--- src/rtl/heat_stream_pkg.sv ---
// Shared constants, defaults and FSM state type for the heatmap frame streamer.
package heat_stream_pkg;

    localparam logic [7:0] HDR_BYTE    = 8'hA5;
    localparam int         FRAME_BYTES = 35;
    localparam int         CELLS_DEF   = 64;
    localparam int         TEMP_W_DEF  = 4;

    typedef enum logic [3:0] {
        IDLE,
        HDR,
        TAG,
        FETCH_LO,
        FETCH_HI,
        PACK,
        EMIT,
        SUM,
        DONE
    } state_t;

endpackage

--- src/rtl/heatmap_frame_streamer_if.sv ---
// Grid-store read port plus the valid/ready byte stream, bundled as one interface.
interface heatmap_frame_streamer_if #(
    parameter int TEMP_W = 4
);
    logic              rd_en;
    logic [5:0]        rd_addr;
    logic [TEMP_W-1:0] rd_data;
    logic [7:0]        out_data;
    logic              out_valid;
    logic              out_ready;
    logic              out_last;

    // Streamer side: issues reads, produces the byte stream.
    modport master (
        output rd_en, rd_addr, out_data, out_valid, out_last,
        input  rd_data, out_ready
    );

    // Grid store / consumer side.
    modport slave (
        input  rd_en, rd_addr, out_data, out_valid, out_last,
        output rd_data, out_ready
    );
endinterface

--- src/rtl/stream_out_reg.sv ---
// Single-entry valid/ready holding register for the outgoing byte stream.
// A load always wins and leaves valid set; otherwise a transfer clears valid.
module stream_out_reg #(
    parameter int W = 8
) (
    input  logic         clk,
    input  logic         rst,
    input  logic         load,
    input  logic [W-1:0] load_data,
    input  logic         load_last,
    input  logic         ready,
    output logic [W-1:0] data,
    output logic         valid,
    output logic         last,
    output logic         fire
);
    assign fire = valid & ready;

    // Hold data/last stable until the consumer takes them.
    always_ff @(posedge clk or posedge rst) begin
        if (rst) begin
            data  <= '0;
            valid <= 1'b0;
            last  <= 1'b0;
        end else if (load) begin
            data  <= load_data;
            valid <= 1'b1;
            last  <= load_last;
        end else if (fire) begin
            valid <= 1'b0;
            last  <= 1'b0;
        end
    end
endmodule

--- src/rtl/heatmap_frame_streamer.sv ---
// Reads the temperature grid two cells at a time and streams a 35-byte frame:
// header, iteration tag, 32 nibble-packed cell bytes, mod-256 checksum.
module heatmap_frame_streamer
    import heat_stream_pkg::*;
#(
    parameter int CELLS  = CELLS_DEF,
    parameter int TEMP_W = TEMP_W_DEF
) (
    input  logic                     clk,
    input  logic                     rst,
    input  logic                     start,
    input  logic [15:0]              iter_tag,
    output logic                     busy,
    output logic [7:0]               frame_count,
    heatmap_frame_streamer_if.master bus
);
    localparam int            PAIRS  = CELLS / 2;
    localparam int            KW     = (PAIRS > 1) ? $clog2(PAIRS) : 1;
    localparam logic [KW-1:0] K_LAST = KW'(PAIRS - 1);

    state_t            state, state_nx;
    logic [KW-1:0]     k;
    logic [TEMP_W-1:0] lo_nib;
    logic [7:0]        tag_q;
    logic [7:0]        checksum;
    logic [7:0]        packed_byte;
    logic              ld;
    logic [7:0]        ld_data;
    logic              ld_last;
    logic              fire;
    logic [7:0]        o_data;
    logic              o_valid;
    logic              o_last;
    logic              unused_tag_hi;

    // Only the low byte of the iteration tag goes into the frame.
    assign unused_tag_hi = ^iter_tag[15:8];

    // rd_data in PACK is the odd (high) cell of the pair.
    assign packed_byte = 8'({bus.rd_data, lo_nib});

    stream_out_reg #(.W(8)) u_out (
        .clk       (clk),
        .rst       (rst),
        .load      (ld),
        .load_data (ld_data),
        .load_last (ld_last),
        .ready     (bus.out_ready),
        .data      (o_data),
        .valid     (o_valid),
        .last      (o_last),
        .fire      (fire)
    );

    assign bus.out_data  = o_data;
    assign bus.out_valid = o_valid;
    assign bus.out_last  = o_last;

    // State register.
    always_ff @(posedge clk or posedge rst) begin
        if (rst) state <= IDLE;
        else     state <= state_nx;
    end

    // Next-state logic; byte-emitting states wait for a transfer.
    always_comb begin
        state_nx = state;
        case (state)
            IDLE:     if (start) state_nx = HDR;
            HDR:      if (fire)  state_nx = TAG;
            TAG:      if (fire)  state_nx = FETCH_LO;
            FETCH_LO: state_nx = FETCH_HI;
            FETCH_HI: state_nx = PACK;
            PACK:     state_nx = EMIT;
            EMIT:     if (fire)  state_nx = (k == K_LAST) ? SUM : FETCH_LO;
            SUM:      if (fire)  state_nx = DONE;
            DONE:     state_nx = IDLE;
            default:  state_nx = IDLE;
        endcase
    end

    // Outputs: read strobes, busy, and loads into the output register.
    always_comb begin
        bus.rd_en   = 1'b0;
        bus.rd_addr = '0;
        busy        = (state != IDLE);
        ld          = 1'b0;
        ld_data     = '0;
        ld_last     = 1'b0;
        case (state)
            IDLE: if (start) begin
                ld      = 1'b1;
                ld_data = HDR_BYTE;
            end
            HDR: if (fire) begin
                ld      = 1'b1;
                ld_data = tag_q;
            end
            FETCH_LO: begin
                bus.rd_en   = 1'b1;
                bus.rd_addr = 6'({k, 1'b0});
            end
            FETCH_HI: begin
                bus.rd_en   = 1'b1;
                bus.rd_addr = 6'({k, 1'b1});
            end
            PACK: begin
                ld      = 1'b1;
                ld_data = packed_byte;
            end
            EMIT: if (fire && k == K_LAST) begin
                ld      = 1'b1;
                ld_data = checksum;
                ld_last = 1'b1;
            end
            default: ;
        endcase
    end

    // Frame datapath: tag capture, pair index, low nibble, checksum, frame counter.
    always_ff @(posedge clk or posedge rst) begin
        if (rst) begin
            k           <= '0;
            lo_nib      <= '0;
            tag_q       <= '0;
            checksum    <= '0;
            frame_count <= '0;
        end else begin
            case (state)
                IDLE: if (start) begin
                    tag_q    <= iter_tag[7:0];
                    checksum <= HDR_BYTE + iter_tag[7:0];
                    k        <= '0;
                end
                FETCH_HI: lo_nib   <= bus.rd_data;
                PACK:     checksum <= checksum + packed_byte;
                EMIT:     if (fire && k != K_LAST) k <= k + 1'b1;
                DONE:     frame_count <= frame_count + 8'd1;
                default: ;
            endcase
        end
    end
endmodule

--- src/flat_wrapper.sv ---
// flat-port wrapper written by rule: the top's interface ports become plain ports
module heatmap_frame_streamer_flat import heat_stream_pkg::*;
#(
    parameter int CELLS  = CELLS_DEF,
    parameter int TEMP_W = TEMP_W_DEF
)
  (clk, rst, start, iter_tag, busy, frame_count, bus_rd_en, bus_rd_addr, bus_out_data, bus_out_valid, bus_out_last, bus_rd_data, bus_out_ready);
  heatmap_frame_streamer_if #(.TEMP_W(TEMP_W)) bus_i ();
  input  logic clk;
  input  logic rst;
  input  logic start;
  input  logic [15:0] iter_tag;
  output logic busy;
  output logic [7:0] frame_count;
  output wire logic [$bits(bus_i.rd_en)-1:0] bus_rd_en;
  output wire logic [$bits(bus_i.rd_addr)-1:0] bus_rd_addr;
  output wire logic [$bits(bus_i.out_data)-1:0] bus_out_data;
  output wire logic [$bits(bus_i.out_valid)-1:0] bus_out_valid;
  output wire logic [$bits(bus_i.out_last)-1:0] bus_out_last;
  input wire logic [$bits(bus_i.rd_data)-1:0] bus_rd_data;
  input wire logic [$bits(bus_i.out_ready)-1:0] bus_out_ready;
  assign bus_rd_en = bus_i.rd_en;
  assign bus_rd_addr = bus_i.rd_addr;
  assign bus_out_data = bus_i.out_data;
  assign bus_out_valid = bus_i.out_valid;
  assign bus_out_last = bus_i.out_last;
  assign bus_i.rd_data = bus_rd_data;
  assign bus_i.out_ready = bus_out_ready;
  heatmap_frame_streamer #(.CELLS(CELLS), .TEMP_W(TEMP_W)) u_core (.clk(clk), .rst(rst), .start(start), .iter_tag(iter_tag), .busy(busy), .frame_count(frame_count), .bus(bus_i));
endmodule
--- config.mk ---
export PLATFORM = sky130hd
export DESIGN_NAME = heatmap_frame_streamer_flat
export DESIGN_NICKNAME = d
export VERILOG_FILES = /design/src/rtl/heat_stream_pkg.sv /design/src/rtl/heatmap_frame_streamer_if.sv /design/src/rtl/stream_out_reg.sv /design/src/rtl/heatmap_frame_streamer.sv /design/src/flat_wrapper.sv
export SDC_FILE = /design/constraint.sdc
export NUM_CORES = 1
export LEC_CHECK = 0
export ABC_AREA = 1
export CAP_MARGIN = 20
export CORE_ASPECT_RATIO = 1.1
export CORE_MARGIN = 3
export CORE_UTILIZATION = 24
export CTS_BUF_LIST = sky130_fd_sc_hd__clkbuf_8
export DETAILED_ROUTE_END_ITERATION = 16
export GPL_TIMING_DRIVEN = 0
export SYNTH_ARGS = -nofsm -noshare
export SYNTH_HDL_FRONTEND = slang
export SYNTH_HIERARCHICAL = 1
export SYNTH_SLANG_ARGS = --single-unit
--- constraint.sdc ---
create_clock -name clk -period 3.1 [get_ports clk]
set_input_delay 0.31 -clock clk [delete_from_list [all_inputs] [get_ports clk]]
set_output_delay 0.31 -clock clk [all_outputs]
set_load 0.05 [all_outputs]
==> results of run 1 <==
-- final timing paths --
kind | endpoint | slack (ns) | cells after the start
max | bus_rd_addr[4] | 0.46 | 6
min | u_core/u_out/data[4] | 0.32 | 2
max reg2reg | u_core/u_out/data[7] | 1.07 | 11
min reg2reg | u_core/u_out/data[4] | 0.48 | 2
max in group asynchronous | u_core/tag_q[5] | 2.07 | 2
min in group clk | u_core/u_out/data[4] | 0.48 | 2
-- cells by family after synthesis --
| family | after synthesis | share of synthesized area [%] |
|---|---|---|
| AO/OA/AOI/OAI | 41 | 8.49 |
| flip-flops | 47 | 42.0 |
| XOR/XNOR | 12 | 3.76 |
| AND/OR/NAND/NOR | 192 | 30.4 |
| multiplexers | 1 | 0.402 |
| adder cells (fa/ha/maj) | 12 | 5.63 |
| buffers and inverters | 62 | 9.34 |
-- state kept, by name (all words and copies together) (netlist names) --
signal	cells
u_core/checksum	8
u_core/frame_count	8
u_core/tag_q	8
u_core/u_out/data	8
u_core/k	5
u_core/lo_nib	4
u_core/state	4
u_core/u_out/last	1
u_core/u_out/valid	1
-- worst register-to-register path, stage by stage, from the launching register on --
cell and delay [ns]:
dfrtp_1 0.39, ha_1 0.18, nand2_1 0.07, nor2_1 0.10
ha_1 0.23, nand2_1 0.08, nor2_2 0.39, nand3b_1 0.19
buf_6 0.16, inv_8 0.05, nand2_1 0.06, nand2_1 0.04
-- Yosys cell counts --
| master | number | area share [%] |
|---|---|---|
| nand2_1 | 125 | 17 |
| inv_1 | 48 | 6.4 |
| dfrtp_1 | 47 | 42 |
| nand3_1 | 26 | 4.6 |
| nor2_1 | 17 | 2.3 |
| ha_1 | 11 | 4.9 |
| a21oi_1 | 10 | 1.8 |
| o21ai_1 | 10 | 1.8 |
| o21ai_0 | 9 | 1.6 |
| inv_2 | 7 | 0.94 |
| xnor2_1 | 6 | 1.9 |
| xor2_1 | 6 | 1.9 |
| nand2_2 | 5 | 1.1 |
| nand4_1 | 5 | 1.1 |
| buf_2 | 3 | 0.54 |
| nand3_2 | 3 | 1.1 |
| nor2_2 | 3 | 0.67 |
| o211ai_1 | 3 | 0.80 |
| buf_6 | 2 | 0.80 |
| nand3b_1 | 2 | 0.54 |
| nor2_4 | 2 | 0.80 |
| nor3_1 | 2 | 0.36 |
| o221ai_1 | 2 | 0.63 |
| a211oi_1 | 1 | 0.27 |
| a31oi_1 | 1 | 0.22 |
| fa_1 | 1 | 0.72 |
| inv_4 | 1 | 0.22 |
| inv_8 | 1 | 0.40 |
| mux2_2 | 1 | 0.40 |
| nand3_4 | 1 | 0.63 |
| nor3_2 | 1 | 0.36 |
| o2111ai_1 | 1 | 0.31 |
| o21a_1 | 1 | 0.27 |
| o21ai_2 | 1 | 0.31 |
| o21bai_1 | 1 | 0.27 |
| o22ai_1 | 1 | 0.22 |
-- power groups by stage --
stage / Combinational [mW] / Clock (mW) / Sequential, mW
after global placement: 1.64 / 0 / 0.991
after CTS: 1.68 / 0.573 / 0.986
after global routing: 1.88 / 0.606 / 1.02
final: 1.66 / 0.554 / 0.986
after detailed placement: 1.67 / 0 / 0.998
after floorplan: 1.05 / 0 / 1.17
-- stage by stage --
step,power (mW),utilization [%],hold WS (ns),cells
after floorplan,2.22,-,0.150,367
final,3.20,31.7,0.316,563
after detailed placement,2.67,30.4,0.458,555
after global placement,2.63,30.4,0.454,555
after CTS,3.24,31.7,0.319,563
after global routing,3.50,31.7,0.343,563
-- cell type report --
cell class,instances,area (sq um)
buffer,5,37.5
tap,147,184
fill,1185,7630
sequential,47,1180
clock buffer,5,68.8
multi-input combinational,258,1360
inverter,57,224
clock inverter,3,71.3
timing repair buffer,41,410
-- routing by layer --
metal	share of wire (%)	GRT usage (%)	up-vias
met4	1.6	3.47	0
met2	45	17.1	79
met5	0	0	-
met3	7.8	2.71	8
li1	-	-	1259
met1	46	15.3	1128
-- cells in the final DEF, fill, tap and decap left out, types with 2 or more instances in the layout --
cell | netlist | routed
bufinv_16 | 0 | 2
inv_8 | 1 | 2
xor2_1 | 6 | 6
nand2_2 | 5 | 5
nor2_2 | 3 | 3
clkdlybuf4s50_1 | 0 | 41
buf_2 | 3 | 3
nand4_1 | 5 | 5
a21oi_1 | 10 | 10
nand2_1 | 125 | 125
xnor2_1 | 6 | 6
ha_1 | 11 | 11
nand3_2 | 3 | 3
nor2_4 | 2 | 2
nand3b_1 | 2 | 2
dfrtp_1 | 47 | 47
nand3_1 | 26 | 26
o211ai_1 | 3 | 3
nor3_1 | 2 | 2
o221ai_1 | 2 | 2
inv_2 | 7 | 8
inv_1 | 48 | 47
buf_6 | 2 | 2
o21ai_0 | 9 | 9
nor2_1 | 17 | 17
clkbuf_8 | 0 | 5
o21ai_1 | 10 | 10
==> metrics, run 1 <==
status finished, final reports clean; Internal 1.73 mW; final setup fails 0; register area share after synthesis 42.0%; Crit. End Element primary output; clk slew on worst S/H paths roughly 0.10 ns; fin crit period 2.64 ns; Tightest Hold Check Type primary input to async pin; Mapped Cells between 300 and 400; P per Cell Area roughly 900 nW/um^2; Flop pwr share a little under a third; Clock Skews roughly 0.014 ns; global-route wire length before repair 11.6 mm; Setup WS post-layout roughly 0.46 ns; sw power around 1.5 mW; final setup TNS 0 ns; Max-Slew Margin vs Limit between 40% and 50%; Critical Path Max Stage Delay a little over 0.8 ns; Skew-Pair Late Insertion Delay 0.31 ns; gr usage total between 10% and 20%; clk sinks 47; Slew @ Worst Pin 0.807 ns; # diodes 0; Syn. warnings 6; die area between 10000 and 15000 sq um; flops & latches, synth 47; Initial Util around a quarter; largest net degree at the start of global routing 38; synthesized net count ~400; Avg WL per Cell roughly 12 um; DR pass1 iterations 4; combinational share of power 51.9%; layout cells sized above 1 under 10%; Cell Area, Synth roughly 2800 sq um; fmax roughly 380 MHz; CP startpoint u_core/state[1]; WP data required about 2.8 ns; PortBufs 41; number of remaining DRC errors 0; gp weighted congestion approximately 0.80; die height approximately 120 um; Resized cells post-CTS 0; io pins 50; Distinct cells, synth 36; Clock Tree Buf Depth 2; Buf/Inv on CP 2; H-tree Lvls 2; DP HPWL roughly 5.3 mm; pre-CTS setup slack approximately 0.77 ns; critical-path maximum fanout 7; P&R area growth vs syn 26.2%; Top delay family on crit path buffers and inverters; cell area after layout between 3000 and 4000 sq um; CTS root buffer clkbuf_8; Post-Route WL around 6.7 mm; cts hold-fix bufs 0; initial antenna violation count 0; gr ovfl total 0; Fin. Hold Viols 0; antenna-violating nets left 0; vias 2474; fin crit share 85.1%; leakage ~1.7 nW; reg2reg start u_core/k[1]; placed cell area between 3000 and 4000 sq um; drt initial violations approximately 150; number of global-route vias before repair 2479; NumNets Final roughly 450; VDD IR max around 0.00046 V; Worst EP arrival 2.33 ns; CP max-delay cell clkdlybuf4s50_1; postcts setup bufs 0; Slew Limit Fails 0; DR vias/cell about 4.4; Setup CP Type register to primary output; switching share of power about 46%; core footprint about 11000 sq um; CTS Buf Count 5; Cell Chain, Critical Path nor2_4 -> nand2_2 -> nand2_1 -> inv_1 -> nor2_1 -> clkdlybuf4s50_1; Clk pwr share approximately 17%; Site Rows 40; CTS tree yes; Startpoint Class register; syn_area_per_cell between 7 and 8 sq um; RSZ-0062 raised after global routing no; max cap viols 0; die width 109 um
Power figures use the tool's default switching activity.
==> inputs of run 2 (changes only) <==
Settings changed: CORE_MARGIN 3 to not set, CTS_CLUSTER_DIAMETER set to 120, SKIP_LAST_GASP set to 1.
==> run 2 against run 1 <==
  * Via count decreased by 2.3%
  * Critical path depth unchanged
  * Hold slack improved by 0.0097 ns
==> metrics, run 2 (synthesis results as in run 1) <==
VDD IR max 0.000417 V (was 0.000461 V); max cap viols 0 (unchanged); Setup WS post-layout 0.458 ns (was 0.463 ns); reg-to-reg setup timing slack 1.08 ns (was 1.07 ns); CTS root buffer clkbuf_8 (unchanged); fill cell total of the finished layout 1228 (was 1185); postcts setup bufs 0 (unchanged); Fin. Hold Viols 0 (unchanged); Final Non-Filler Cells 566 (was 563); initial antenna violation count 0 (unchanged); NumNets Final 451 (unchanged); pre-CTS setup slack 0.762 ns (was 0.766 ns); die width 105 um (was 109 um); FF/Latch Area 1180 sq um (unchanged); Clock Tree Buf Depth 2 (unchanged); reg2reg start u_core/k[1] (unchanged); P&R area growth vs syn 25.7% (was 26.2%); H-tree Lvls 2 (unchanged); # diodes 0 (unchanged); WP data required 2.79 ns (about the same); placed cell area 3400 sq um (was 3390 sq um); final setup fails 0 (unchanged); die height 115 um (was 119 um); Site Rows 41 (was 40); CTS Buf Count 5 (unchanged); largest net degree at the start of global routing 38 (unchanged); Slew Limit Fails 0 (unchanged); most frequent cells in the layout nand2_1 (125), inv_1 (47), dfrtp_1 (47), clkdlybuf4s50_1 (41), nand3_1 (26) (unchanged); Skew-Pair Late Insertion Delay 0.30 ns (was 0.31 ns); DP HPWL 5.20 mm (was 5.31 mm); final setup TNS 0 ns (unchanged); gr usage total 11.7% (was 11.1%); Startpoint Class register (unchanged); core footprint 11400 sq um (was 11200 sq um); status finished, final reports clean (unchanged); reg2reg end u_core/u_out/data[6] (was u_core/u_out/data[7]); number of global-route vias before repair 2321 (was 2479); vias 2418 (was 2474); gr ovfl total 0 (unchanged); Final Util 30.8% (was 31.7%); gp weighted congestion 0.815 (was 0.801); fin crit period 2.64 ns (about the same); Inst Count DP 558 (was 555); Clock Skews 0.0104 ns (was 0.0139 ns); fmax 379 MHz (about the same); Tightest Hold Check Type primary input to async pin (unchanged); Initial Util 24.5% (was 25.1%); Setup CP Type register to primary output (unchanged); P per Cell Area 887 nW/um^2 (was 907 nW/um^2); drt initial violations 102 (was 154); layout cells sized above 1 9.62% (unchanged); cts hold-fix bufs 0 (unchanged); antenna-violating nets left 0 (unchanged); Worst EP arrival 2.33 ns (about the same); io pins 50 (unchanged); FF-to-FF path depth 11 (unchanged); global-route wire length before repair 11.2 mm (was 11.6 mm); Pwr Total 3.12 mW (was 3.20 mW); clk sinks 47 (unchanged); most common cell after layout, fill and taps aside nand2_1 (unchanged); DR vias/cell 4.27 (was 4.39); number of remaining DRC errors 0 (unchanged); fin crit share 85.2% (was 85.1%); Slew @ Worst Pin 0.799 ns (was 0.807 ns); WHS 0.326 ns (was 0.316 ns); leakage 1.71 nW (was 1.72 nW); cell area after layout 3520 sq um (was 3530 sq um); PortBufs 41 (unchanged); RSZ-0062 raised after global routing no (unchanged); Max-Slew Margin vs Limit 46.6% (was 46.2%); Crit. End Element primary output (unchanged); clk slew on worst S/H paths 0.09 ns (was 0.10 ns); die area 12100 sq um (was 13000 sq um); critical-path maximum fanout 7 (unchanged); DR pass1 iterations 4 (unchanged); Avg WL per Cell 11.5 um (was 11.9 um); CTS tree yes (unchanged); multi-input logic area 1360 sq um (unchanged); Post-Route WL 6.49 mm (was 6.68 mm); Resized cells post-CTS 0 (unchanged)
-- run 2: worst max-delay path by stage --
stage | cells after the start | slack [ns] | to | start
finish | 6 | 0.46 | bus_rd_addr[3] | u_core/state[1]
global route | 6 | 0.29 | bus_rd_addr[3] | u_core/state[1]
CTS | 6 | 0.41 | bus_rd_addr[3] | u_core/state[1]
detailed placement | 6 | 0.76 | bus_rd_addr[3] | u_core/state[1]
global placement | 6 | 0.78 | bus_rd_addr[3] | u_core/state[1]
floorplan | 7 | 0.83 | bus_rd_addr[1] | u_core/state[3]
-- run 2: routing by layer --
| metal | global-route usage, % | share of wire, % | up-vias |
|---|---|---|---|
| li1 | - | - | 1257 |
| met1 | 16.0 | 51 | 1106 |
| met2 | 18.5 | 44 | 47 |
| met3 | 2.44 | 3.6 | 8 |
| met4 | 3.76 | 1.4 | 0 |
| met5 | 0 | 0 | - |
-- run 2: power by group --
| group | internal, mW | switching, mW | total (mW) |
|---|---|---|---|
| Combinational | 0.578 | 1.07 | 1.65 |
| Clock | 0.266 | 0.219 | 0.484 |
| Sequential | 0.825 | 0.161 | 0.986 |
| Total | 1.67 | 1.45 | 3.12 |
-- run 2: cell type report --
| type | instances | area share (%) |
|---|---|---|
| well taps | 150 | 5.33 |
| plain buffers | 5 | 1.07 |
| clock buffers | 6 | 2.35 |
| flip-flops and latches | 47 | 33.4 |
| clock inverters | 2 | 1.10 |
| repair buffers | 41 | 11.7 |
| inverters | 57 | 6.37 |
| multi-input cells | 258 | 38.7 |
-- run 2: critical path: stages, from the launching register on --
cell	delay, ns
dfrtp_1	0.46
nor2_4	0.23
nand2_2	0.15
nand2_1	0.14
inv_1	0.11
nor2_1	0.12
clkdlybuf4s50_1	0.81
==> inputs of run 3 (changes only) <==
Settings changed: CORE_MARGIN set to 3, CORE_UTILIZATION 24 to 25.
==> run 3 against run 2 <==
  * Hold slack lost 0.0096 ns
  * Combinational power about the same
  * Sequential power about the same
  * Non-clock buffer count is the same
  * Sequential cell count unchanged
  * Die area increased by 3.3%
  * Design area is 0.28% higher
==> metrics, run 3 (synthesis results as in run 1) <==
Slew @ Worst Pin 0.833 ns (was 0.799 ns); leakage 1.72 nW (was 1.71 nW); CP startpoint u_core/state[1] (unchanged); status finished, final reports clean (unchanged); max cap viols 0 (unchanged); vias 2424 (was 2418); Skew-Pair Late Insertion Delay 0.31 ns (was 0.30 ns); CTS root buffer clkbuf_8 (unchanged); drt initial violations 120 (was 102); P per Cell Area 909 nW/um^2 (was 887 nW/um^2); number of global-route vias before repair 2449 (was 2321); H-tree Lvls 2 (unchanged); global-route wire length before repair 11.6 mm (was 11.2 mm); most common cell after layout, fill and taps aside nand2_1 (unchanged); cts hold-fix bufs 0 (unchanged); DR pass1 iterations 4 (unchanged); Slew Limit Fails 0 (unchanged); critical-path maximum fanout 7 (unchanged); Setup CP Type register to primary output (unchanged); die width 107 um (was 105 um); Clock Tree Buf Depth 2 (unchanged); VDD IR max 0.000357 V (was 0.000417 V); core footprint 10600 sq um (was 11400 sq um); WHS 0.316 ns (was 0.326 ns); clk sinks 47 (unchanged); Fin. Hold Viols 0 (unchanged); gr ovfl total 0 (unchanged); gp weighted congestion 0.858 (was 0.815); NumNets Final 451 (unchanged); Crit. End Element primary output (unchanged); P&R area growth vs syn 26.1% (was 25.7%); CTS Buf Count 5 (unchanged); Site Rows 39 (was 41); Tightest Hold Check Type primary input to async pin (unchanged); reg2reg start u_core/k[1] (unchanged); Startpoint Class register (unchanged); RSZ-0062 raised after global routing no (unchanged); fmax 379 MHz (about the same); Clock Skews 0.0181 ns (was 0.0104 ns); CTS tree yes (unchanged); fin crit period 2.64 ns (about the same); Post-Route WL 6.75 mm (was 6.49 mm); Max-Slew Margin vs Limit 44.4% (was 46.6%); fin crit share 85.1% (was 85.2%); initial antenna violation count 0 (unchanged); WP data required 2.79 ns (about the same); # diodes 0 (unchanged); die area 12500 sq um (was 12100 sq um); reg-to-reg setup timing slack 1.01 ns (was 1.08 ns); most frequent cells in the layout nand2_1 (125), inv_1 (47), dfrtp_1 (47), clkdlybuf4s50_1 (41), nand3_1 (26) (unchanged); final setup fails 0 (unchanged); Initial Util 26.3% (was 24.5%); gr usage total 11.5% (was 11.7%); postcts setup bufs 0 (unchanged); DP HPWL 5.39 mm (was 5.20 mm); antenna-violating nets left 0 (unchanged); FF-to-FF path depth 11 (unchanged); Pwr Total 3.21 mW (was 3.12 mW); reg2reg end u_core/u_out/last (was u_core/u_out/data[6]); Resized cells post-CTS 0 (unchanged); PortBufs 41 (unchanged); io pins 50 (unchanged); Worst EP arrival 2.33 ns (about the same); Avg WL per Cell 12.1 um (was 11.5 um); number of remaining DRC errors 0 (unchanged); clk slew on worst S/H paths 0.10 ns (was 0.09 ns); die height 117 um (was 115 um); layout cells sized above 1 9.62% (unchanged); largest net degree at the start of global routing 38 (unchanged); DR vias/cell 4.34 (was 4.27); final setup TNS 0 ns (unchanged)
==> run 3: cell count changes in the layout (fill, tap and decap cells not counted) <==
cell,previous run,this run
bufinv_16,1,2
clkbuf_8,6,5
inv_8,1,2
inv_6,1,0
==> run 3: power breakdown <==
part	internal [mW]	switching (mW)
registers	0.825	0.161
clock network	0.328	0.226
logic	0.581	1.09
==> run 3: worst max-delay path, stage by stage (launching register included) <==
cell	delay, ns
dfrtp_1	0.47
nor2_4	0.24
nand2_2	0.15
nand2_1	0.13
inv_1	0.11
nor2_1	0.10
clkdlybuf4s50_1	0.82
==> run 3: routing by layer <==
layer  vias up  routed length, um  GRT usage, %
li1       1255                  -             -
met1      1106               3200          15.3
met2        59               3120          19.4
met3         4                374          2.69
met4         0                 53          2.47
met5         -                  0             0
==> run 3: per-stage QoR <==
stage | util [%] | setup slack (ns) | std cells | instance area [sq um]
finish | 33.2 | 0.463 | 559 | 3530
global route | 33.2 | 0.301 | 559 | 3530
CTS | 33.2 | 0.429 | 559 | 3530
detailed placement | 31.9 | 0.782 | 551 | 3390
global placement | 31.9 | 0.782 | 551 | 3390
floorplan | - | 0.833 | 367 | 2800
==> run 3: worst max-delay path by stage <==
stage | slack, ns | to
2_1_floorplan | 0.83 | bus_rd_addr[1]
3_3_place_gp | 0.78 | bus_rd_addr[4]
3_5_place_dp | 0.78 | bus_rd_addr[1]
4_1_cts | 0.43 | bus_rd_addr[2]
5_1_grt | 0.30 | bus_rd_addr[2]
6_report | 0.46 | bus_rd_addr[2]
==> run 3: cell type report <==
type,count,area (sq um)
Fill cell,1151,7110
Multi-Input combinational cell,258,1360
Sequential cell,47,1180
Timing Repair Buffer,41,410
Inverter,57,224
Tap cell,143,179
Clock inverter,3,71.3
Clock buffer,5,68.8
Buffer,5,37.5
